## config.mk

```make
export PLATFORM = sky130hd
export DESIGN_NAME = msg_serial_tx
export DESIGN_NICKNAME = d
export VERILOG_FILES = /design/src/rtl/msg_tx_pkg.sv /design/src/rtl/msg_tick_gen.sv /design/src/rtl/msg_serial_tx.sv
export SDC_FILE = /design/constraint.sdc
export NUM_CORES = 1
export LEC_CHECK = 0
export CAP_MARGIN = 0
export CORE_MARGIN = 3
export CORE_UTILIZATION = 40
export CTS_CLUSTER_DIAMETER = 100
export DETAILED_ROUTE_END_ITERATION = 10
export PLACE_DENSITY_LB_ADDON = 0.1
export SLEW_MARGIN = 20
export SYNTH_ARGS = -nofsm -noshare
export SYNTH_HDL_FRONTEND = slang
export SYNTH_SLANG_ARGS = --single-unit
```

## constraint.sdc

```tcl
create_clock -name clk -period 1.6 [get_ports clk]
set_input_delay 0.32 -clock clk [delete_from_list [all_inputs] [get_ports clk]]
set_output_delay 0.32 -clock clk [all_outputs]
set_load 0.02 [all_outputs]
```

## src/rtl/msg_tx_pkg.sv

```systemverilog
// Shared types and encodings for the serial message transmitter.
package msg_tx_pkg;

    typedef enum logic [1:0] {
        IDLE = 2'd0,
        SEND = 2'd1,
        GAP  = 2'd2
    } state_t;

    localparam logic MODE_ONESHOT = 1'b0;
    localparam logic MODE_CONT    = 1'b1;
    localparam logic ORDER_MSB    = 1'b0;
    localparam logic ORDER_LSB    = 1'b1;

endpackage

```

## src/rtl/msg_tick_gen.sv

```systemverilog
// Bit-time prescaler: counts 0..DIV-1 while enabled, tick asserted at DIV-1.
module msg_tick_gen #(
    parameter int DIV = 4
) (
    input  logic clk,
    input  logic rst,
    input  logic clear,
    input  logic enable,
    output logic tick
);

    localparam int CW = (DIV > 1) ? $clog2(DIV) : 1;

    logic [CW-1:0] count_q, count_d;

    assign tick = enable && (count_q == CW'(DIV - 1));

    always_comb begin
        count_d = count_q;
        if (clear) begin
            count_d = '0;
        end else if (enable) begin
            count_d = tick ? '0 : count_q + CW'(1);
        end
    end

    always_ff @(posedge clk) begin
        if (!rst) begin
            count_q <= '0;
        end else begin
            count_q <= count_d;
        end
    end

endmodule

```

## src/rtl/msg_serial_tx.sv

```systemverilog
// Serial message transmitter: one-shot or continuous, MSB/LSB-first, frame counter.
// Optional build macro PARITY_EN appends an even-parity bit to every frame.
module msg_serial_tx
    import msg_tx_pkg::*;
#(
    parameter int MSG_W     = 10,
    parameter int DIV       = 4,
    parameter int OUT_W     = 8,
    parameter int GAP_TICKS = 2
) (
    input  logic             clk,
    input  logic             rst,
    input  logic             init,
    input  logic [MSG_W-1:0] SW,
    input  logic             start,
    input  logic             mode,
    input  logic             sel,
    output logic             tx,
    output logic             busy,
    output logic             done,
    output logic [OUT_W-1:0] out
);

`ifdef PARITY_EN
    localparam int FRAME_BITS = MSG_W + 1;
`else
    localparam int FRAME_BITS = MSG_W;
`endif
    localparam int CNT_MAX = (FRAME_BITS > GAP_TICKS) ? FRAME_BITS : GAP_TICKS;
    localparam int CNT_W   = $clog2(CNT_MAX + 1);

    state_t             state_q, state_d;
    logic [MSG_W-1:0]   hold_q, hold_d;
    logic [MSG_W-1:0]   shift_q, shift_d;
    logic [CNT_W-1:0]   cnt_q, cnt_d;
    logic               mode_q, mode_d;
    logic               sel_q, sel_d;
    logic               stop_q, stop_d;
    logic               done_q, done_d;
    logic [OUT_W-1:0]   out_q, out_d;
`ifdef PARITY_EN
    logic               parity_q, parity_d;
`endif
    logic               tick_clear, tick_en, tick;
    logic               data_bit;

    msg_tick_gen #(.DIV(DIV)) u_tick (
        .clk    (clk),
        .rst    (rst),
        .clear  (tick_clear),
        .enable (tick_en),
        .tick   (tick)
    );

    always_comb begin
        data_bit = (sel_q == ORDER_LSB) ? shift_q[0] : shift_q[MSG_W-1];
`ifdef PARITY_EN
        if (cnt_q == CNT_W'(MSG_W)) data_bit = parity_q;
`endif
    end

    assign tx   = (state_q == SEND) ? data_bit : 1'b0;
    assign busy = (state_q != IDLE);
    assign done = done_q;
    assign out  = out_q;

    always_comb begin
        state_d    = state_q;
        hold_d     = hold_q;
        shift_d    = shift_q;
        cnt_d      = cnt_q;
        mode_d     = mode_q;
        sel_d      = sel_q;
        stop_d     = stop_q;
        done_d     = 1'b0;
        out_d      = out_q;
`ifdef PARITY_EN
        parity_d   = parity_q;
`endif
        tick_clear = 1'b0;
        tick_en    = 1'b0;

        case (state_q)
            IDLE: begin
                if (init) begin
                    hold_d = SW;
                end else if (start) begin
                    shift_d    = hold_q;
                    mode_d     = mode;
                    sel_d      = sel;
                    cnt_d      = '0;
                    stop_d     = 1'b0;
                    tick_clear = 1'b1;
                    state_d    = SEND;
`ifdef PARITY_EN
                    parity_d   = ^hold_q;
`endif
                end
            end
            SEND: begin
                tick_en = 1'b1;
                if (start && mode_q == MODE_CONT) stop_d = 1'b1;
                if (tick) begin
                    cnt_d   = cnt_q + CNT_W'(1);
                    shift_d = (sel_q == ORDER_LSB) ? (shift_q >> 1) : (shift_q << 1);
                    if (cnt_q == CNT_W'(FRAME_BITS - 1)) begin
                        done_d = 1'b1;
                        out_d  = out_q + OUT_W'(1);
                        cnt_d  = '0;
                        // stop_d (not stop_q) so a stop arriving on the final edge still ends the run
                        if (mode_q == MODE_ONESHOT || stop_d) begin
                            state_d = IDLE;
                            stop_d  = 1'b0;
                        end else begin
                            state_d = GAP;
                        end
                    end
                end
            end
            GAP: begin
                tick_en = 1'b1;
                if (start) stop_d = 1'b1;
                if (tick) begin
                    cnt_d = cnt_q + CNT_W'(1);
                    if (cnt_q == CNT_W'(GAP_TICKS - 1)) begin
                        cnt_d = '0;
                        if (stop_d) begin
                            state_d = IDLE;
                            stop_d  = 1'b0;
                        end else begin
                            shift_d  = hold_q;
                            state_d  = SEND;
`ifdef PARITY_EN
                            parity_d = ^hold_q;
`endif
                        end
                    end
                end
            end
            default: state_d = IDLE;
        endcase
    end

    always_ff @(posedge clk) begin
        if (!rst) begin
            state_q  <= IDLE;
            hold_q   <= '0;
            shift_q  <= '0;
            cnt_q    <= '0;
            mode_q   <= MODE_ONESHOT;
            sel_q    <= ORDER_MSB;
            stop_q   <= 1'b0;
            done_q   <= 1'b0;
            out_q    <= '0;
`ifdef PARITY_EN
            parity_q <= 1'b0;
`endif
        end else begin
            state_q  <= state_d;
            hold_q   <= hold_d;
            shift_q  <= shift_d;
            cnt_q    <= cnt_d;
            mode_q   <= mode_d;
            sel_q    <= sel_d;
            stop_q   <= stop_d;
            done_q   <= done_d;
            out_q    <= out_d;
`ifdef PARITY_EN
            parity_q <= parity_d;
`endif
        end
    end

endmodule
```

==> impl_metrics.ini <==
[timing]
slew_headroom = 0.778
final.setup.tns_ns = -0.231
worst_pin_slew_ns = 0.332
report.final.setup_viol = 9
report.final.slew_viol_count = 0
hold_viol = 0
fin_worst_skew_ns = 0.00460
rsz0062_at_grt = true
whs_ns = 0.459
period_needed_ns = 1.65
fin_crit_sh = 1.03
fmaxAchievable_mhz = 605
setup_slack_ns = -0.0515

[finish]
layout_common_cells = nand2_1, dfxtp_1, buf_4, a21oi_1, nor2_1
drive_above_1_share = 0.268
final_nets = 329
final_common_cell = nand2_1
antennaDiodeCount = 0
areaGrowthSynthToFinish_pct = 37.8

[logic_synthesis]
synth_flop_cell = dfxtp_1
ys_ff_latch = 40
async_flop_share = 0
ys_warn_count = 0
syn-cell-area_mm2 = 0.00211
synth_seq_area_share = 0.380
syn_inst = 249
synth.distinct_cells = 46
synth-edff-count = 0
syn_area_per_cell_um2 = 8.46
syn_nets = 273

[routing]
wirelength_mm = 5.12
num_vias = 1897
avgViaCountPerCell = 5.09
drc = 0
wl_met2_mm = 2.13
wl_met1_mm = 2.60
wl_met3_um = 278
drtIter0Drc = 78
antenna_left = 0
firstDrtPassIters = 5
avgRoutedWirePerCell_um = 13.7
top_layer = met4

[power_and_ir_drop]
leakage_nw = 1.19
powerDensity_mw_per_mm2 = 1100
p_sw_uw = 999
ir_worst_vdd_v = 0.000520
p_int_mw = 2.20
sequentialPowerShare = 0.367
total_power_mw = 3.20
pwr-share-comb = 0.348
p_sw_frac = 0.312
p_clk_frac = 0.284

[setup_path]
critPathMaxFanout = 5
end_kind = flop
path_cells = inv_4 > ha_4 > nand4b_4 > o32ai_4 > buf_6 > a21oi_2 > a311oi_2
arrival_ns = 1.86
critPathRequiredTime_ns = 1.81
worst-setup-path-type = flop to flop
crit_path_start_kind = flop
critical-path-max-stage-delay_ns = 0.39
slowest_stage = dfxtp_4

[clocking]
cts-root-buf = clkbuf_8
cts.clk_slew.worst_paths_ns = 0.08
clk_latency_ns = 0.29
ctsHtreeMaxLevel = 2
cts_buffers = 5
clock-sinks = 40
cts_tree = done
hold_buffers = 0
cts_buffer_depth = 2

[global_route]
antenna_found_initial = 0
grt_pass1_wl_mm = 8.91
first_global_vias = 1903
grt_max_degree = 28
track_usage = 0.181
overflow = 0

[placed_design]
port-buffer-count = 26
place_hpwl_mm = 3.61
gp_congestion = 0.837

[run_status]
status = finished, violations left
violations = setup timing

[run]
drv_cap = 0

[die]
die_w_um = 78.6
core-area_mm2 = 0.00491
dieArea_mm2 = 0.00617
die_y_um = 78.6
start_util = 0.429
rows = 25
ioPinCount = 27

[hold_path]
min-delay-path-class = flop to flop
## flip-flops by register name, indices dropped and copies added, names as in the netlist
name / count
hold_q: 10
done: 1
mode_q: 1
out: 8
stop_q: 1
shift_q: 10
sel_q: 1
u_tick.count_q: 2
state_q: 2
cnt_q: 4
## path summary, 6_finish.rpt
kind | depth (start not counted) | start | slack [ns] | to
setup / recovery | 7 | state_q[0]$_SDFFE_PN0P_ | -0.05 | shift_q[0]$_SDFFE_PN0P_
hold / removal | 2 | hold_q[6]$_SDFFE_PN0P_ | 0.46 | hold_q[6]$_SDFFE_PN0P_
setup reg to reg | 7 | state_q[0]$_SDFFE_PN0P_ | -0.05 | shift_q[0]$_SDFFE_PN0P_
hold reg to reg | 2 | hold_q[6]$_SDFFE_PN0P_ | 0.46 | hold_q[6]$_SDFFE_PN0P_
## synth_stat cells, types with 2 or more instances
master | n | area [um^2]
nor3_2 | 2 | 20.0
nor3_1 | 5 | 25.0
dfxtp_1 | 40 | 801
nand4_1 | 11 | 68.8
a2bb2oi_1 | 2 | 17.5
clkbuf_1 | 4 | 15.0
nand3b_1 | 2 | 15.0
buf_4 | 3 | 22.5
ha_1 | 8 | 100
a21oi_2 | 2 | 17.5
o21ai_0 | 2 | 10.0
nand2_1 | 41 | 154
nor2b_1 | 2 | 12.5
xnor2_1 | 5 | 43.8
nand2b_1 | 4 | 25.0
o21ai_1 | 11 | 55.1
nor2_1 | 19 | 71.3
a311oi_2 | 2 | 30.0
nand3_1 | 6 | 30.0
and2_1 | 2 | 12.5
mux2i_1 | 15 | 150
buf_1 | 3 | 11.3
o31ai_1 | 2 | 15.0
buf_2 | 5 | 25.0
nand4b_1 | 2 | 17.5
inv_1 | 7 | 26.3
o32ai_1 | 2 | 17.5
a21oi_1 | 22 | 110
## critical path, delay by kind of cell (launching register included)
family	cells	cell delay [ns]
fa+ha+maj	1	0.29
compound gates	3	0.54
simple gates	1	0.12
flops	1	0.39
buf+inv	2	0.22
## final cells by class
| cell class | instances | area [um^2] |
|---|---|---|
| flip-flops and latches | 40 | 806 |
| multi-input cells | 186 | 1310 |
| fillers | 456 | 2010 |
| repair buffers | 64 | 544 |
| clock inverters | 1 | 30.0 |
| well taps | 67 | 83.8 |
| clock buffers | 7 | 96.3 |
| inverters | 8 | 35.0 |
## cell families after synthesis
kind of cell / count (synthesis) / synth area share
xor gates and xnor gates: 5 / 0.0208
AOI/OAI and AO/OA: 56 / 0.186
DFF: 40 / 0.380
muxes: 15 / 0.0713
adders and majority gates: 8 / 0.0475
buffers and inverters: 24 / 0.0546
and+or+nand+nor: 101 / 0.239
## power by group through the flow
stage / Sequential, mW / Clock [mW] / Combinational, mW
CTS: 1.17 / 0.932 / 1.08
global route: 1.19 / 0.971 / 1.24
finish: 1.18 / 0.910 / 1.11
global placement: 1.18 / 0 / 1.00
detailed placement: 1.18 / 0 / 1.00
floorplan: 1.17 / 0 / 0.676
## metrics by stage
stage | worst slack (ns) | cell area [um^2] | cells | utilization
final | -0.0515 | 2900 | 373 | 0.591
after global routing | -0.143 | 2900 | 373 | 0.591
after CTS | -0.0728 | 2840 | 370 | 0.579
after detailed placement | -0.202 | 2640 | 358 | 0.538
after global placement | -0.167 | 2640 | 358 | 0.538
after floorplan | -0.0334 | 2140 | 249 | -
## routing by layer
layer	vias up	global-route usage
li1	992	-
met1	850	0.248
met2	47	0.276
met3	8	0.0390
met4	0	0.0699
met5	-	0
## what timing repair did
item	4_1_cts	5_1_grt
setup buffers	3	3
gates cloned	2	0
pin swaps	7	0
endpoints found under the setup margin	26	28
resized for setup	26	13
No activity file was read; power rests on OpenSTA's default activity.
